--- src/rtl/lfsr_pattern_gen_if.sv ---
// Pattern stream from the LFSR generator to the fault injector (valid/ready).
interface lfsr_pattern_gen_if #(
    parameter int unsigned N_BITS = 8
);
    logic              out_valid_o;
    logic              out_ready_i;
    logic [N_BITS-1:0] out_data_o;

    modport master (
        output out_valid_o,
        output out_data_o,
        input  out_ready_i
    );

    modport slave (
        input  out_valid_o,
        input  out_data_o,
        output out_ready_i
    );
endinterface

--- src/rtl/lfsr_pattern_gen.sv ---
// Seeded Fibonacci/Galois LFSR emitting a programmed number of fault addresses
// over a valid/ready stream, with zero-seed substitution and lockup recovery.
module lfsr_pattern_gen #(
    parameter int unsigned       N_BITS = 8,
    parameter logic [N_BITS-1:0] TAPS   = N_BITS'(8'hB8),
    parameter int unsigned       CNT_W  = 16
) (
    input  logic                clk,
    input  logic                rst_i,
    input  logic                start_i,
    input  logic                mode_i,
    input  logic [N_BITS-1:0]   seed_i,
    input  logic [CNT_W-1:0]    num_steps_i,
    input  logic                abort_i,
    lfsr_pattern_gen_if.master  out_if,
    output logic                busy_o,
    output logic                done_o,
    output logic                zero_seed_o,
    output logic                lockup_o,
    output logic [CNT_W-1:0]    emitted_o
);

    typedef enum logic [1:0] {
        S_IDLE = 2'd0,
        S_RUN  = 2'd1,
        S_DONE = 2'd2
    } state_e;

    state_e            state_q, state_d;
    logic [N_BITS-1:0] lfsr_q, lfsr_d;
    logic              mode_q, mode_d;
    logic [CNT_W-1:0]  steps_q, steps_d;
    logic [CNT_W-1:0]  emitted_q, emitted_d;
    logic              zero_q, zero_d;
    logic              lock_q, lock_d;
    logic              valid_q, valid_d;
    logic              busy_q, busy_d;
    logic              done_q, done_d;

    logic              fib_fb;
    logic [N_BITS-1:0] fib_next, gal_next, step_next, adv_next;
    logic              step_is_zero;
    logic              xfer;

    // Next LFSR value for the selected mode, with the all-zero state forced to 1.
    always_comb begin
        fib_fb       = ^(lfsr_q & TAPS);
        fib_next     = {fib_fb, lfsr_q[N_BITS-1:1]};
        gal_next     = (lfsr_q >> 1) ^ (lfsr_q[0] ? TAPS : '0);
        step_next    = mode_q ? gal_next : fib_next;
        step_is_zero = (step_next == '0);
        adv_next     = step_is_zero ? N_BITS'(1) : step_next;
    end

    assign xfer = valid_q & out_if.out_ready_i;

    always_comb begin
        state_d   = state_q;
        lfsr_d    = lfsr_q;
        mode_d    = mode_q;
        steps_d   = steps_q;
        emitted_d = emitted_q;
        zero_d    = zero_q;
        lock_d    = lock_q;

        case (state_q)
            S_IDLE: begin
                // abort_i takes priority over a simultaneous start request
                if (start_i && !abort_i) begin
                    mode_d    = mode_i;
                    steps_d   = num_steps_i;
                    emitted_d = '0;
                    zero_d    = (seed_i == '0);
                    lock_d    = 1'b0;
                    lfsr_d    = (seed_i == '0) ? N_BITS'(1) : seed_i;
                    state_d   = (num_steps_i == '0) ? S_DONE : S_RUN;
                end
            end
            S_RUN: begin
                if (abort_i) begin
                    state_d = S_IDLE;
                end else if (xfer) begin
                    lfsr_d    = adv_next;
                    lock_d    = lock_q | step_is_zero;
                    emitted_d = emitted_q + CNT_W'(1);
                    if (emitted_q == steps_q - CNT_W'(1)) begin
                        state_d = S_DONE;
                    end
                end
            end
            S_DONE: begin
                state_d = S_IDLE;
            end
            default: begin
                state_d = S_IDLE;
            end
        endcase

        valid_d = (state_d == S_RUN);
        busy_d  = (state_d != S_IDLE);
        done_d  = (state_d == S_DONE);
    end

    always_ff @(posedge clk) begin
        if (rst_i) begin
            state_q   <= S_IDLE;
            lfsr_q    <= '0;
            mode_q    <= 1'b0;
            steps_q   <= '0;
            emitted_q <= '0;
            zero_q    <= 1'b0;
            lock_q    <= 1'b0;
            valid_q   <= 1'b0;
            busy_q    <= 1'b0;
            done_q    <= 1'b0;
        end else begin
            state_q   <= state_d;
            lfsr_q    <= lfsr_d;
            mode_q    <= mode_d;
            steps_q   <= steps_d;
            emitted_q <= emitted_d;
            zero_q    <= zero_d;
            lock_q    <= lock_d;
            valid_q   <= valid_d;
            busy_q    <= busy_d;
            done_q    <= done_d;
        end
    end

    assign out_if.out_valid_o = valid_q;
    assign out_if.out_data_o  = lfsr_q;
    assign busy_o             = busy_q;
    assign done_o             = done_q;
    assign zero_seed_o        = zero_q;
    assign lockup_o           = lock_q;
    assign emitted_o          = emitted_q;

endmodule
--- src/flat_wrapper.sv ---
// flat-port wrapper written by rule: the top's interface ports become plain ports
module lfsr_pattern_gen_flat 
#(
    parameter int unsigned       N_BITS = 8,
    parameter logic [N_BITS-1:0] TAPS   = N_BITS'(8'hB8),
    parameter int unsigned       CNT_W  = 16
)
  (clk, rst_i, start_i, mode_i, seed_i, num_steps_i, abort_i, busy_o, done_o, zero_seed_o, lockup_o, emitted_o, out_if_out_valid_o, out_if_out_data_o, out_if_out_ready_i);
  lfsr_pattern_gen_if #(.N_BITS(N_BITS)) out_if_i ();
  input  logic clk;
  input  logic rst_i;
  input  logic start_i;
  input  logic mode_i;
  input  logic [N_BITS-1:0] seed_i;
  input  logic [CNT_W-1:0] num_steps_i;
  input  logic abort_i;
  output logic busy_o;
  output logic done_o;
  output logic zero_seed_o;
  output logic lockup_o;
  output logic [CNT_W-1:0] emitted_o;
  output wire logic [$bits(out_if_i.out_valid_o)-1:0] out_if_out_valid_o;
  output wire logic [$bits(out_if_i.out_data_o)-1:0] out_if_out_data_o;
  input wire logic [$bits(out_if_i.out_ready_i)-1:0] out_if_out_ready_i;
  assign out_if_out_valid_o = out_if_i.out_valid_o;
  assign out_if_out_data_o = out_if_i.out_data_o;
  assign out_if_i.out_ready_i = out_if_out_ready_i;
  lfsr_pattern_gen #(.N_BITS(N_BITS), .TAPS(TAPS), .CNT_W(CNT_W)) u_core (.clk(clk), .rst_i(rst_i), .start_i(start_i), .mode_i(mode_i), .seed_i(seed_i), .num_steps_i(num_steps_i), .abort_i(abort_i), .out_if(out_if_i), .busy_o(busy_o), .done_o(done_o), .zero_seed_o(zero_seed_o), .lockup_o(lockup_o), .emitted_o(emitted_o));
endmodule
--- config.mk ---
export PLATFORM = sky130hd
export DESIGN_NAME = lfsr_pattern_gen_flat
export DESIGN_NICKNAME = d
export VERILOG_FILES = /design/src/rtl/lfsr_pattern_gen_if.sv /design/src/rtl/lfsr_pattern_gen.sv /design/src/flat_wrapper.sv
export SDC_FILE = /design/constraint.sdc
export NUM_CORES = 1
export LEC_CHECK = 0
export CORE_ASPECT_RATIO = 0.8
export CORE_MARGIN = 2
export CORE_UTILIZATION = 40
export CTS_BUF_LIST = sky130_fd_sc_hd__clkbuf_8
export DETAILED_ROUTE_END_ITERATION = 8
export PLACE_DENSITY = 0.72
export SYNTH_ARGS = -nofsm -noshare
export SYNTH_HDL_FRONTEND = slang
export SYNTH_SLANG_ARGS = --single-unit
--- constraint.sdc ---
create_clock -name clk -period 3.95 [get_ports clk]
set_input_delay 0.79 -clock clk [delete_from_list [all_inputs] [get_ports clk]]
set_output_delay 0.79 -clock clk [all_outputs]
set_load 0.005 [all_outputs]
==> impl_metrics.prom <==
# TYPE chip_impl_metric gauge
chip_impl_metric{name="first_global_vias",unit=""} 2259
chip_impl_metric{name="clock_latency",unit="ns"} 0.31
chip_impl_metric{name="hpwlAfterDp",unit="um"} 4950
chip_impl_info{name="worstSetupPathType",value="in -> reg"} 1
chip_impl_info{name="crit_path_start",value="abort_i"} 1
chip_impl_info{name="synth_commonest_cells",value="55 x nand2_1, 48 x dfxtp_1, 32 x nor2_1, 27 x a21oi_1, 23 x xor2_1"} 1
chip_impl_info{name="tritoncts_clock_tree",value="built"} 1
chip_impl_info{name="yosys_most_used_dff",value="dfxtp_1"} 1
chip_impl_metric{name="p_leak",unit="nW"} 1.19
chip_impl_info{name="cts.root.buffer_cell",value="clkbuf_8"} 1
chip_impl_metric{name="synthDistinctLibCells",unit=""} 46
chip_impl_metric{name="drt_iter0_markers",unit=""} 132
chip_impl_metric{name="final_hold_viol_count",unit=""} 0
chip_impl_info{name="synth.area.top_cells",value="dfxtp_1 37%, nand2_1 8.0%, xor2_1 7.8%"} 1
chip_impl_metric{name="fmaxAchievable",unit="GHz"} 0.386
chip_impl_info{name="min-delay-path-class",value="reg -> reg"} 1
chip_impl_metric{name="hold_path_depth",unit=""} 2
chip_impl_metric{name="pin_count_of_the_biggest_net_entering_global_routing",unit=""} 32
chip_impl_metric{name="grt_pass1_wl",unit="um"} 10900
chip_impl_metric{name="fillerInstances",unit=""} 609
chip_impl_metric{name="post-route-drc-count",unit=""} 0
chip_impl_info{name="worstSetupEndpointType",value="flop"} 1
chip_impl_metric{name="path_max_fanout",unit=""} 4
chip_impl_info{name="grt_setup_unrepaired",value="no"} 1
chip_impl_metric{name="finalSetupViolCount",unit=""} 0
chip_impl_metric{name="drt_wl_total",unit="um"} 6490
chip_impl_metric{name="dr_total_vias",unit=""} 2398
chip_impl_metric{name="mappedNetlistArea",unit="mm^2"} 0.00259
chip_impl_metric{name="fin_worst_skew",unit="ns"} 0.00465
chip_impl_metric{name="register_area",unit="um^2"} 961
chip_impl_metric{name="initial_utilization",unit=""} 0.410
chip_impl_metric{name="synth.yosys.warnings",unit=""} 0
chip_impl_metric{name="grt_antenna_before_repair",unit=""} 0
chip_impl_metric{name="core",unit="mm^2"} 0.00631
chip_impl_metric{name="die-area",unit="mm^2"} 0.00713
chip_impl_metric{name="slew_headroom",unit=""} 0.520
chip_impl_metric{name="part_of_the_yosys_area_used_for_sequential_elements",unit=""} 0.372
chip_impl_metric{name="floorplan.rows",unit=""} 26
chip_impl_metric{name="detail_route.first_pass.iterations",unit=""} 4
chip_impl_metric{name="max-vdd-ir-drop",unit="mV"} 0.182
chip_impl_metric{name="cp_data_arrival_time",unit="ns"} 2.78
chip_impl_metric{name="finalWorstPathRequiredPeriod",unit="ns"} 2.59
chip_impl_metric{name="grt-ovfl-total",unit=""} 0
chip_impl_metric{name="finalMaxSlewViolations",unit=""} 0
chip_impl_metric{name="synth-async-reset-ratio",unit=""} 0
chip_impl_metric{name="yosys_register_bits",unit=""} 48
chip_impl_metric{name="final.period_utilization",unit=""} 0.657
chip_impl_metric{name="port-buffer-count",unit=""} 58
chip_impl_metric{name="io_pins",unit=""} 59
chip_impl_metric{name="routedWlPerCell",unit="um"} 14.2
chip_impl_info{name="critical_path.startpoint_type",value="primary input"} 1
chip_impl_info{name="critical_register_to_register_path_startpoint",value="u_core.steps_q[0]"} 1
chip_impl_info{name="timing.critical_path.to",value="u_core.emitted_o[13]"} 1
chip_impl_metric{name="postSynthAreaPerCell",unit="um^2"} 8.11
chip_impl_metric{name="worst_slew_pin_slew",unit="ns"} 0.718
chip_impl_metric{name="cts_inserted_buffers",unit=""} 5
chip_impl_metric{name="ctsLongestPathBuffers",unit=""} 2
chip_impl_metric{name="timing.critical_path.required",unit="ns"} 4.13
chip_impl_info{name="synthMostInstantiatedCell",value="nand2_1"} 1
chip_impl_metric{name="postSynthCellCount",unit=""} 319
chip_impl_metric{name="post-cts-setup-buffer-count",unit=""} 0
chip_impl_metric{name="number_of_enable_type_register_cells_in_the_synthesized_netlist",unit=""} 0
chip_impl_metric{name="post_route_cells_drive_above_1_share",unit=""} 0.0563
chip_impl_metric{name="layout-area-overhead-vs-synth",unit="%"} 29.8
chip_impl_info{name="worst_r2r_endpoint",value="u_core.state_q[0]"} 1
chip_impl_info{name="netlist.top_cell.by_area",value="dfxtp_1"} 1
chip_impl_metric{name="synthesis.nets",unit=""} 351
chip_impl_metric{name="timing.reg2reg.worst_path_depth",unit=""} 8
chip_impl_metric{name="drv_cap",unit=""} 0
chip_impl_metric{name="antenna_cells_inserted",unit=""} 0
chip_impl_metric{name="post_cts_resized",unit=""} 0
chip_impl_metric{name="gp_congestion",unit=""} 0.814
chip_impl_metric{name="r2r_slack",unit="ns"} 1.47
chip_impl_metric{name="grt_use_total",unit=""} 0.191
chip_impl_metric{name="finish.net_count",unit=""} 404
chip_impl_metric{name="holdBufCountCts",unit=""} 0
chip_impl_info{name="outcome",value="finished, final reports clean"} 1
chip_impl_metric{name="multi_input_combinational_cell_area",unit="mm^2"} 0.00155
chip_impl_metric{name="hold_ws",unit="ns"} 0.473
chip_impl_metric{name="cts.reportedPaths.clkPinSlew",unit="ns"} 0.09
chip_impl_metric{name="die_h",unit="um"} 75.9
chip_impl_metric{name="power_density_over_the_cells",unit="mW/mm^2"} 328
chip_impl_metric{name="x_dimension_of_the_die",unit="um"} 93.9
chip_impl_metric{name="viasPerCell",unit=""} 5.25
chip_impl_metric{name="setup_tns",unit="ns"} 0
chip_impl_metric{name="synth_top_area_share",unit=""} 0.372
chip_impl_metric{name="tritoncts_num_sinks",unit=""} 48
chip_impl_metric{name="cts_htree_levels",unit=""} 2
chip_impl_metric{name="postRouteAntennaNets",unit=""} 0
==> layer usage <==
layer	global-route usage	vias to the layer above	routed length, um
li1	-	1220	-
met1	0.280	1109	3260
met2	0.281	63	2840
met3	0.0368	6	316
met4	0.0594	0	68
met5	0	-	0
==> sequential cells by signal, summed over array words and instances, names as in the netlist <==
signal	cells
u_core.out_if.out_valid_o	1
u_core.emitted_o	16
u_core.steps_q	16
u_core.mode_q	1
u_core.busy_o	1
u_core.out_if.out_data_o	8
u_core.done_o	1
u_core.state_q	2
u_core.lockup_o	1
u_core.zero_seed_o	1
==> metrics by stage <==
stage | setup WS, ns | area [um^2] | total power, mW | util | cells
floorplan | 1.62 | 2590 | 0.656 | - | 319
global placement | 1.03 | 3230 | 0.725 | 0.512 | 449
detailed placement | 1.01 | 3230 | 0.732 | 0.512 | 449
CTS | 1.36 | 3360 | 1.10 | 0.532 | 457
global route | 1.15 | 3360 | 1.15 | 0.532 | 457
finish | 1.36 | 3360 | 1.10 | 0.532 | 457
==> where the power goes <==
| group | internal [mW] | total [mW] | switching (mW) |
|---|---|---|---|
| clock | 0.207 | 0.378 | 0.171 |
| sequential | 0.499 | 0.522 | 0.0227 |
| combinational | 0.103 | 0.200 | 0.0978 |
| total | 0.809 | 1.10 | 0.292 |
==> area by class of cell <==
| cell class | count | share of cell area |
|---|---|---|
| Clock buffer | 6 | 0.0246 |
| Multi-Input combinational cell | 250 | 0.461 |
| Timing Repair Buffer | 60 | 0.177 |
| Clock inverter | 2 | 0.0116 |
| Sequential cell | 48 | 0.286 |
| Tap cell | 84 | 0.0313 |
| Inverter | 7 | 0.00783 |
==> worst max-delay path, cell delays in order <==
cell             delay (ns)
clkdlybuf4s50_1        0.43
or2_2                  0.34
a2111o_1               0.40
nor3_1                 0.44
nand3_1                0.16
xor2_1                 0.16
nor2_1                 0.05
==> cell usage in the layout, fill, tap and decap left out, drive strengths merged, types with 6 or more instances in the layout <==
cell type	count
a21oi	27
clkbuf	6
clkdlybuf4s50	58
dfxtp	48
inv	7
mux2i	6
nand2	55
nand3	12
nand4	8
nor2	32
nor3	7
nor4	7
xnor2	20
xor2	23
==> cell families (layout without fill, tap and decap cells) <==
logic type | after synthesis | after routing | synth area share
AO/OA/AOI/OAI | 55 | 55 | 0.142
XOR/XNOR | 43 | 43 | 0.146
adder cells (fa/ha/maj) | 2 | 2 | 0.00967
buffers and inverters | 21 | 75 | 0.0305
flip-flops | 48 | 48 | 0.372
multiplexers | 6 | 6 | 0.0232
AND/OR/NAND/NOR | 144 | 144 | 0.278
==> worst min path at each step <==
stage          slack [ns]                 end                from
5_1_grt              0.50  u_core.zero_seed_o  u_core.zero_seed_o
3_3_place_gp         0.47  u_core.zero_seed_o  u_core.zero_seed_o
4_1_cts              0.48  u_core.zero_seed_o  u_core.zero_seed_o
6_report             0.47  u_core.zero_seed_o  u_core.zero_seed_o
2_1_floorplan        0.45  u_core.steps_q[15]  u_core.steps_q[15]
3_5_place_dp         0.46  u_core.zero_seed_o  u_core.zero_seed_o
(Power assumes the default switching activity.)
